`config.mk`:
```
export PLATFORM = sky130hd
export DESIGN_NAME = multi_src_buf_ctrl
export DESIGN_NICKNAME = d
export VERILOG_FILES = /design/src/rtl/multi_src_buf_ctrl.sv
export SDC_FILE = /design/constraint.sdc
export NUM_CORES = 1
export LEC_CHECK = 0
export ABC_AREA = 1
export ABC_CLOCK_PERIOD_IN_PS = 3000
export BUFFER_PORTS_ARGS = -buffer_cell sky130_fd_sc_hd__buf_4
export CORE_ASPECT_RATIO = 0.5
export CORE_MARGIN = 2
export CORE_UTILIZATION = 50
export DETAILED_ROUTE_END_ITERATION = 7
export PLACE_DENSITY = 0.77
export SLEW_MARGIN = 15
export SYNTH_ARGS = -nofsm -noshare
export SYNTH_HDL_FRONTEND = slang
export SYNTH_SLANG_ARGS = --single-unit
```
`constraint.sdc`:
```
create_clock -name clock -period 3 [get_ports clock]
set_clock_uncertainty 0.15 [all_clocks]
set_input_delay 0.15 -clock clock [delete_from_list [all_inputs] [get_ports clock]]
set_output_delay 0.15 -clock clock [all_outputs]
set_load 0.01 [all_outputs]
```
`src/rtl/multi_src_buf_ctrl.sv`:
```
// rtl/multi_src_buf_ctrl.sv - multi-source channel selector feeding a single word FIFO
module multi_src_buf_ctrl #(
  parameter  int N_SRC  = 2,
  parameter  int DATA_W = 16,
  parameter  int DEPTH  = 8,
  localparam int SW     = (N_SRC > 1) ? $clog2(N_SRC) : 1,
  localparam int PW     = $clog2(DEPTH),
  localparam int CW     = PW + 1
) (
  input  logic                    clock,
  input  logic                    reset,
  input  logic [N_SRC-1:0]        start,
  input  logic                    stop,
  input  logic [N_SRC*DATA_W-1:0] src_data,
  input  logic [N_SRC-1:0]        src_valid,
  output logic [N_SRC-1:0]        src_ready,
  output logic [DATA_W-1:0]       out_data,
  output logic                    out_valid,
  input  logic                    out_ready,
  output logic                    parity,
  output logic [SW-1:0]           active_src,
  output logic [1:0]              state,
  output logic [CW-1:0]           count,
  output logic                    full,
  output logic                    empty
);

  typedef enum logic [1:0] {
    ST_IDLE  = 2'd0,
    ST_COMM  = 2'd1,
    ST_WAIT  = 2'd2,
    ST_DRAIN = 2'd3
  } state_t;

  state_t              state_q;
  logic [SW-1:0]       active_q;
  logic [N_SRC-1:0]    start_prev;
  logic                stop_prev;
  logic                edge_armed;
  logic [N_SRC-1:0]    start_rise;
  logic                stop_rise;
  logic [SW-1:0]       first_idx;
  logic [PW-1:0]       wr_ptr;
  logic [PW-1:0]       rd_ptr;
  logic [CW-1:0]       count_q;
  logic                push;
  logic                pop;
  logic [DATA_W-1:0]   mem [DEPTH];

  // Previous-value registers for edge detection. edge_armed stays low for the
  // first edge after reset so that a level already high at release is taken
  // as the baseline rather than as a fresh rise.
  always_ff @(posedge clock or posedge reset) begin
    if (reset) begin
      start_prev <= '0;
      stop_prev  <= 1'b0;
      edge_armed <= 1'b0;
    end else begin
      start_prev <= start;
      stop_prev  <= stop;
      edge_armed <= 1'b1;
    end
  end

  assign start_rise = edge_armed ? (start & ~start_prev) : '0;
  assign stop_rise  = edge_armed & stop & ~stop_prev;

  // Lowest-index rising start channel wins when several rise together.
  always_comb begin
    first_idx = '0;
    for (int i = N_SRC - 1; i >= 0; i--) begin
      if (start_rise[i]) first_idx = SW'(i);
    end
  end

  assign full  = (count_q == CW'(DEPTH));
  assign empty = (count_q == '0);

  // Only the selected channel sees ready, and only while room remains.
  always_comb begin
    src_ready = '0;
    if (state_q == ST_COMM && !full) src_ready[active_q] = 1'b1;
  end

  assign push = src_valid[active_q] & src_ready[active_q];
  assign pop  = out_valid & out_ready;

  // Channel-selection FSM; stop takes priority over the full/not-full moves.
  always_ff @(posedge clock or posedge reset) begin
    if (reset) begin
      state_q  <= ST_IDLE;
      active_q <= '0;
    end else begin
      case (state_q)
        ST_IDLE: begin
          if (|start_rise) begin
            state_q  <= ST_COMM;
            active_q <= first_idx;
          end
        end
        ST_COMM: begin
          if (stop_rise)  state_q <= ST_DRAIN;
          else if (full)  state_q <= ST_WAIT;
        end
        ST_WAIT: begin
          if (stop_rise)  state_q <= ST_DRAIN;
          else if (!full) state_q <= ST_COMM;
        end
        ST_DRAIN: begin
          if (empty)      state_q <= ST_IDLE;
        end
        default: state_q <= ST_IDLE;
      endcase
    end
  end

  // FIFO pointers and occupancy; pointers wrap naturally at DEPTH.
  always_ff @(posedge clock or posedge reset) begin
    if (reset) begin
      wr_ptr  <= '0;
      rd_ptr  <= '0;
      count_q <= '0;
    end else begin
      if (push) wr_ptr <= wr_ptr + 1'b1;
      if (pop)  rd_ptr <= rd_ptr + 1'b1;
      case ({push, pop})
        2'b10:   count_q <= count_q + 1'b1;
        2'b01:   count_q <= count_q - 1'b1;
        default: count_q <= count_q;
      endcase
    end
  end

  // Storage array; left uninitialised since occupancy gates every read.
  always_ff @(posedge clock) begin
    if (push) mem[wr_ptr] <= src_data[active_q*DATA_W +: DATA_W];
  end

  assign out_valid  = ~empty;
  assign out_data   = empty ? '0 : mem[rd_ptr];
  assign parity     = ^out_data;
  assign active_src = active_q;
  assign state      = state_q;
  assign count      = count_q;

endmodule

```
Yosys cells after proc, flatten, opt, wreduce, memory -nomap -nowiden

Memory sizes are Yosys's and may differ from the RTL's.
Cells that the tools add are included.

Bits in writable memories: 128
Output and inout bits: 29
Flip-flop bits (word level): 17
Memories kept: 1
Word-level logic and storage cells: 65

Memory list:

| name | words | bits a word | read ports | clocked after Yosys merged registers in | write ports | RTL line | source |
|---|---|---|---|---|---|---|---|
| mem  | 8     | 16          | 1          | 0                                       | 1           | 48       | `logic [DATA_W-1:0] mem [DEPTH];` |

Reduce and logical (&&, ||, !) cells: 10
Muxes and demuxes: 21
$add $sub $neg: 4
Equal/unequal tests: 10
Order comparisons: 2
Bitwise logic cells: 8
Shift operators: 1

Operators by type and width:

| cell                                                 | number |
|---|---|
| variable part select 32 x 6 -> 16 bit                | 1 |
| two-way mux 16 bit                                   | 1 |
| two-way mux 2 bit                                    | 8 |
| parity 16 bit                                        | 1 |
| two-way mux 1 bit                                    | 9 |
| one-hot mux 2 bit (4 select lines)                   | 1 |
| one-hot mux 4 bit (2 select lines)                   | 1 |
| adder 3 x 1 -> 3 bit (second input constant)         | 2 |
| equality test 2 bit (second input constant)          | 3 |
| != test 3 bit (second input constant)                | 2 |
| adder 4 x 1 -> 4 bit (second input constant)         | 1 |
| AND 1 bit                                            | 4 |
| equality test 2 x 1 -> 1 bit (second input constant) | 2 |
| equality test 4 bit (second input constant)          | 1 |
| zero test 4 bit                                      | 1 |
| != test 2 bit (second input constant)                | 2 |
| AND reduction 4 bit                                  | 1 |
| subtractor 4 x 1 -> 4 bit (second input constant)    | 1 |
| AND 2 bit                                            | 1 |
| logical AND 1 bit                                    | 2 |
| zero test 2 bit                                      | 1 |
| < comparator 1 x 2 -> 1 bit (second input constant)  | 1 |
| inverter 1 bit                                       | 2 |
| inverter 2 bit                                       | 1 |
| other kinds (6)                                      | 6 |

Longest topological paths before layout

Depth after elaboration: 10
Mapped depth: 19
Gate-level depth less buffers: 17

Least setup slack after synthesis

OpenSTA, ideal clock, no wires.

Kind: reg2reg
Start: reg count_q[0] (netlist: count[0])
End: mem mem[4][0] (enable)
Period minus slack after synthesis: 2.754 ns
Data arrival time: 2.216 ns
Cell stages (with the launch flop): 10
Slack: 0.246 ns
Path buffers: 0
Path through: dfrtp_1 > nor2_1 > inv_1 > nor3_1 > inv_1 > nand2_1 > a21oi_1 > inv_1 > or2_2 > nor2_1

Longest elaborated chain between the ends: 9

Ends and longest elaborated chain:

| element                                              | RTL line | source |
|---|---|---|
| start, declared                                      | 45       | `logic [CW-1:0] count_q;` |
| start signal, assigned                               | 127      | `2'b10: count_q <= count_q + 1'b1;` |
| start signal, assigned                               | 128      | `2'b01: count_q <= count_q - 1'b1;` |
| start signal, assigned                               | 129      | `default: count_q <= count_q;` |
| equality test 4 bit                                  | 76       | `assign full = (count_q == CW'(DEPTH));` |
| via full                                             | 24       | `output logic full,` |
| zero test 1 bit                                      | n/a      |  |
| logical AND 1 bit                                    | 82       | `if (state_q == ST_COMM && !full) src_ready[active_q] = 1'b1;` |
| two-way mux 2 bit                                    | 82       |  |
| two-way mux 1 bit (implied by the code) (2 in a row) | 85       | `assign push = src_valid[active_q] & src_ready[active_q];` |
| AND 1 bit                                            | 85       |  |
| two-way mux 1 bit                                    | 136      | `if (push) mem[wr_ptr] <= src_data[active_q*DATA_W +: DATA_W];` |
| two-way mux 1 bit (implied by the code)              | 136      |  |
| end, declared                                        | 48       |  |

The timed path passes the listed nets, and every way through them passes these cells. The select of a mux whose other input is x is not followed.

Worst setup path in the final report

Start: reg count_q[0] (netlist: count[0])
End: out parity

Longest elaborated chain between the ends: 3

Ends and longest elaborated chain:

| element            | RTL line | source |
|---|---|---|
| zero test 4 bit    | 77       | `assign empty = (count_q == '0);` |
| two-way mux 16 bit | 140      | `assign out_data = empty ? '0 : mem[rd_ptr];` |
| parity 16 bit      | 141      | `assign parity = ^out_data;` |
| end, declared      | 20       | `output logic parity,` |

Every way passes these cells.

==> summary.txt <==
Cells and area
  • Area growth syn-to-layout: 20.4%
  • Layout Nets: around 940
  • Share of cells above drive strength 1: 16.4%
  • Post-route cell area: 0.00857 mm^2
  • Post-route core utilization: 62.4%
  • Filler cells: 1100
  • Antenna diodes: 0

Drt
  • Detail-routed via count per cell: 4.96
  • DR iter-0 viols: between 300 and 400
  • ANT nets after route: 0
  • Routed vias: 5476
  • DR WL/cell: 14.9 um
  • # DRC: 0
  • Final Routed Wirelength: 16.4 mm
  • DRT Pass-1 Iters: 6

Die
  • Placement Rows: 30
  • Die area: 0.0153 mm^2
  • Initial Util: slightly above 50%
  • Die X: 173 um
  • Core area: 0.0137 mm^2
  • Die height: between 80 and 90 um
  • Io pins: 69

Worst setup path
  • Worst Path Arrival: around 2600 ps
  • Startpoint Class: flop
  • Crit end category: primary output
  • FF-to-FF setup slack: about 310 ps
  • Crit Path Max Fanout: 12
  • Critical path class: flop to primary output
  • CP Data Required Time: ~2700 ps
  • Reg2Reg Depth: 16

Synth
  • Compound-Gate Fraction of Synth Area: under 10%
  • Most frequent cell after synthesis: nand2_1
  • Synth area leader: edfxtp_1
  • Unique masters post-synth: 28
  • Mapped Cells: ~810
  • Synth Register Bits: approximately 150
  • Ys flop type: edfxtp_1
  • Syn Area/Cell: a little under 9 um^2
  • Post-synth ARST share: 11.7%
  • Sequential area share after synthesis: 60.0%
  • Xor/xnor share of the synthesized area: 0.862%
  • EDFF count, synth: about 130
  • Mux share of post-synthesis cell area: 0%
  • Area contributors post-synth: edfxtp_1 (54%), nand2_1 (17%), inv_1 (6.5%)
  • Post-synth top area share: 54.0%
  • Net Count, Synth: 854
  • Synth top cells by count: nand2_1 (320), edfxtp_1 (128), inv_1 (124)
  • Main combinational cell family by area after synthesis: simple AND/OR/NAND/NOR gates
  • Synthesis Warnings: 0
  • Synth Area in Adders: less than 1%
  • Simple logic cell fraction of the synthesized area: a little over a quarter
  • Post-Syn Area: 0.00711 mm^2

Global routing
  • GRT Overall Usage: about 23%
  • Global route overflow: 0
  • Initial antenna violation count: 0
  • Vias in the first global route: 5348
  • Largest net degree at the start of global routing: between 40 and 50
  • First-pass GRT wire length: 26.1 mm

Power and ir drop
  • PwrDens: between 1000 and 1500 mW/mm^2
  • Sequential share of power: about 28%
  • Peak supply drop: 0.636 mV
  • Total power: 9.78 mW
  • Lkg Pwr: 4.14 nW
  • Pint: around 5.6 mW
  • Switching pwr: between 4 and 5 mW
  • Comb power frac: 49.4%
  • Clock power frac: roughly 22%
  • Sw Share: 42.4%

Clock network
  • CTS Root Cell: clkbuf_16
  • CTS tree: built
  • H-Tree Level Count: 4
  • Bufs on Longest Clock Path: 2
  • TritonCTS Buffers: 17
  • Clk_lat worst skew: roughly 420 ps
  • Worst-path clk slew: around 60 ps
  • Clock sink count: ~150

STA
  • Final setup fails: 0
  • Actual slew at the worst max-slew pin: 678 ps
  • Slew headroom: 54.8%
  • RSZ-0062 raised after global routing: true
  • Hold_ws: approximately 16 ps
  • Final hold vios: 0
  • Final period utilization: 95.8%
  • Fin Setup TNS: 0 ps
  • Final Max Tran Viols: 0
  • Minimum clock period: ~2900 ps
  • Max Clock Freq: about 350 MHz

Placed design
  • Post-DP HPWL: 10.2 mm
  • Final RePlAce weighted congestion: 0.872
  • IO buf count: 68
  • Placed inst area: ~0.008 mm^2

Hold path
  • WHS Path Cells: 3
  • Worst Hold Class: input port to flop

Run
  • Max-cap violations: 0

Run status
  • Status: complete, no violations
-- layout by cell type, fill, tap and decap left out, drive strengths merged --
| master | count |
|---|---|
| ha | 5 |
| nand3 | 87 |
| xor2 | 4 |
| conb | 1 |
| bufinv | 3 |
| dfrtp | 17 |
| or2 | 1 |
| clkinvlp | 3 |
| xnor2 | 3 |
| a21oi | 7 |
| clkbuf | 18 |
| nand2 | 322 |
| nor2 | 57 |
| a211oi | 3 |
| buf | 95 |
| nor3 | 2 |
| clkinv | 7 |
| inv | 134 |
| dlygate4sd3 | 5 |
| o21ai | 9 |
| edfxtp | 128 |
-- layer usage --
| layer | global-route usage [%] | share of wire (%) | vias to the layer above |
|---|---|---|---|
| li1 | - | - | 2713 |
| met1 | 27.9 | 42 | 2544 |
| met2 | 39.2 | 49 | 192 |
| met3 | 5.11 | 7.0 | 27 |
| met4 | 10.6 | 1.7 | 0 |
| met5 | 0 | 0 | - |
-- power by group through the flow --
stage	clock network, mW	registers [mW]	logic [mW]
6_report	2.16	2.79	4.83
5_1_grt	2.27	2.81	5.39
4_1_cts	2.18	2.78	4.76
3_5_place_dp	0	2.82	4.70
3_3_place_gp	0	2.80	4.53
2_1_floorplan	0	2.79	3.24
-- worst max-delay path, stage by stage, from the launching register on --
cell and delay (ps):
dfrtp_2 440, nor2_1 110, inv_1 80, nor3_4 230, clkinv_4 130, buf_4 200
nand2_1 90, nor2_2 40, nand2_1 50, nand2_1 80, inv_1 80, nand2_1 60
nand2_1 100, nand2_1 90, nand2_1 110, nand2_1 60, nand2_1 80, buf_4 120
-- final timing paths --
| path | startpoint | endpoint |
|---|---|---|
| hold / removal | src_data[19] | mem[5][3] |
| setup reg to reg | count[0] | count[3] |
| setup / recovery | count[0] | parity |
| min in group asynchronous | reset | state[1] |
| hold reg to reg | count[0] | count[0] |
| max in group asynchronous | reset | rd_ptr[0] |
-- cell families (layout without fill, tap and decap cells) --
family / Yosys count / in the layout
xor+xnor: 7 / 7
compound gates: 19 / 19
fa+ha+maj: 5 / 5
other cells: 1 / 1
simple gates: 469 / 469
flops: 145 / 145
buf+inv: 163 / 265
-- sequential cells by signal, indices dropped and copies added, names as in the netlist --
signal,cells
active_src,1
count,4
edge_armed,1
state,2
stop_prev,1
rd_ptr,3
start_prev,2
mem,128
wr_ptr,3
-- metrics by stage --
step / worst slack, ps / std cells
final: 125 / 1103
after global routing: -80.5 / 1103
after global placement: 500 / 1061
after CTS: 41.4 / 1098
after floorplan: 246 / 809
after detailed placement: 349 / 1061
-- cell type report --
type | instances | area [um^2] | area share, %
well taps | 192 | 240 | 2.80
multi-input cells | 501 | 2150 | 25.1
flip-flops and latches | 145 | 4270 | 49.9
clock inverters | 14 | 179 | 2.09
repair buffers | 100 | 791 | 9.23
clock buffers | 18 | 429 | 5.01
inverters | 133 | 507 | 5.91
-- what timing repair did --
| item | 4_1_cts | 5_1_grt |
|---|---|---|
| gates resized for setup | 0 | 11 |
| setup buffers | 0 | 5 |
| hold buffers | 5 | 0 |
| endpoints found under the hold margin | 22 | 0 |
| setup endpoints to repair | 0 | 2 |
Note: power is estimated with default switching activity, not from simulation.
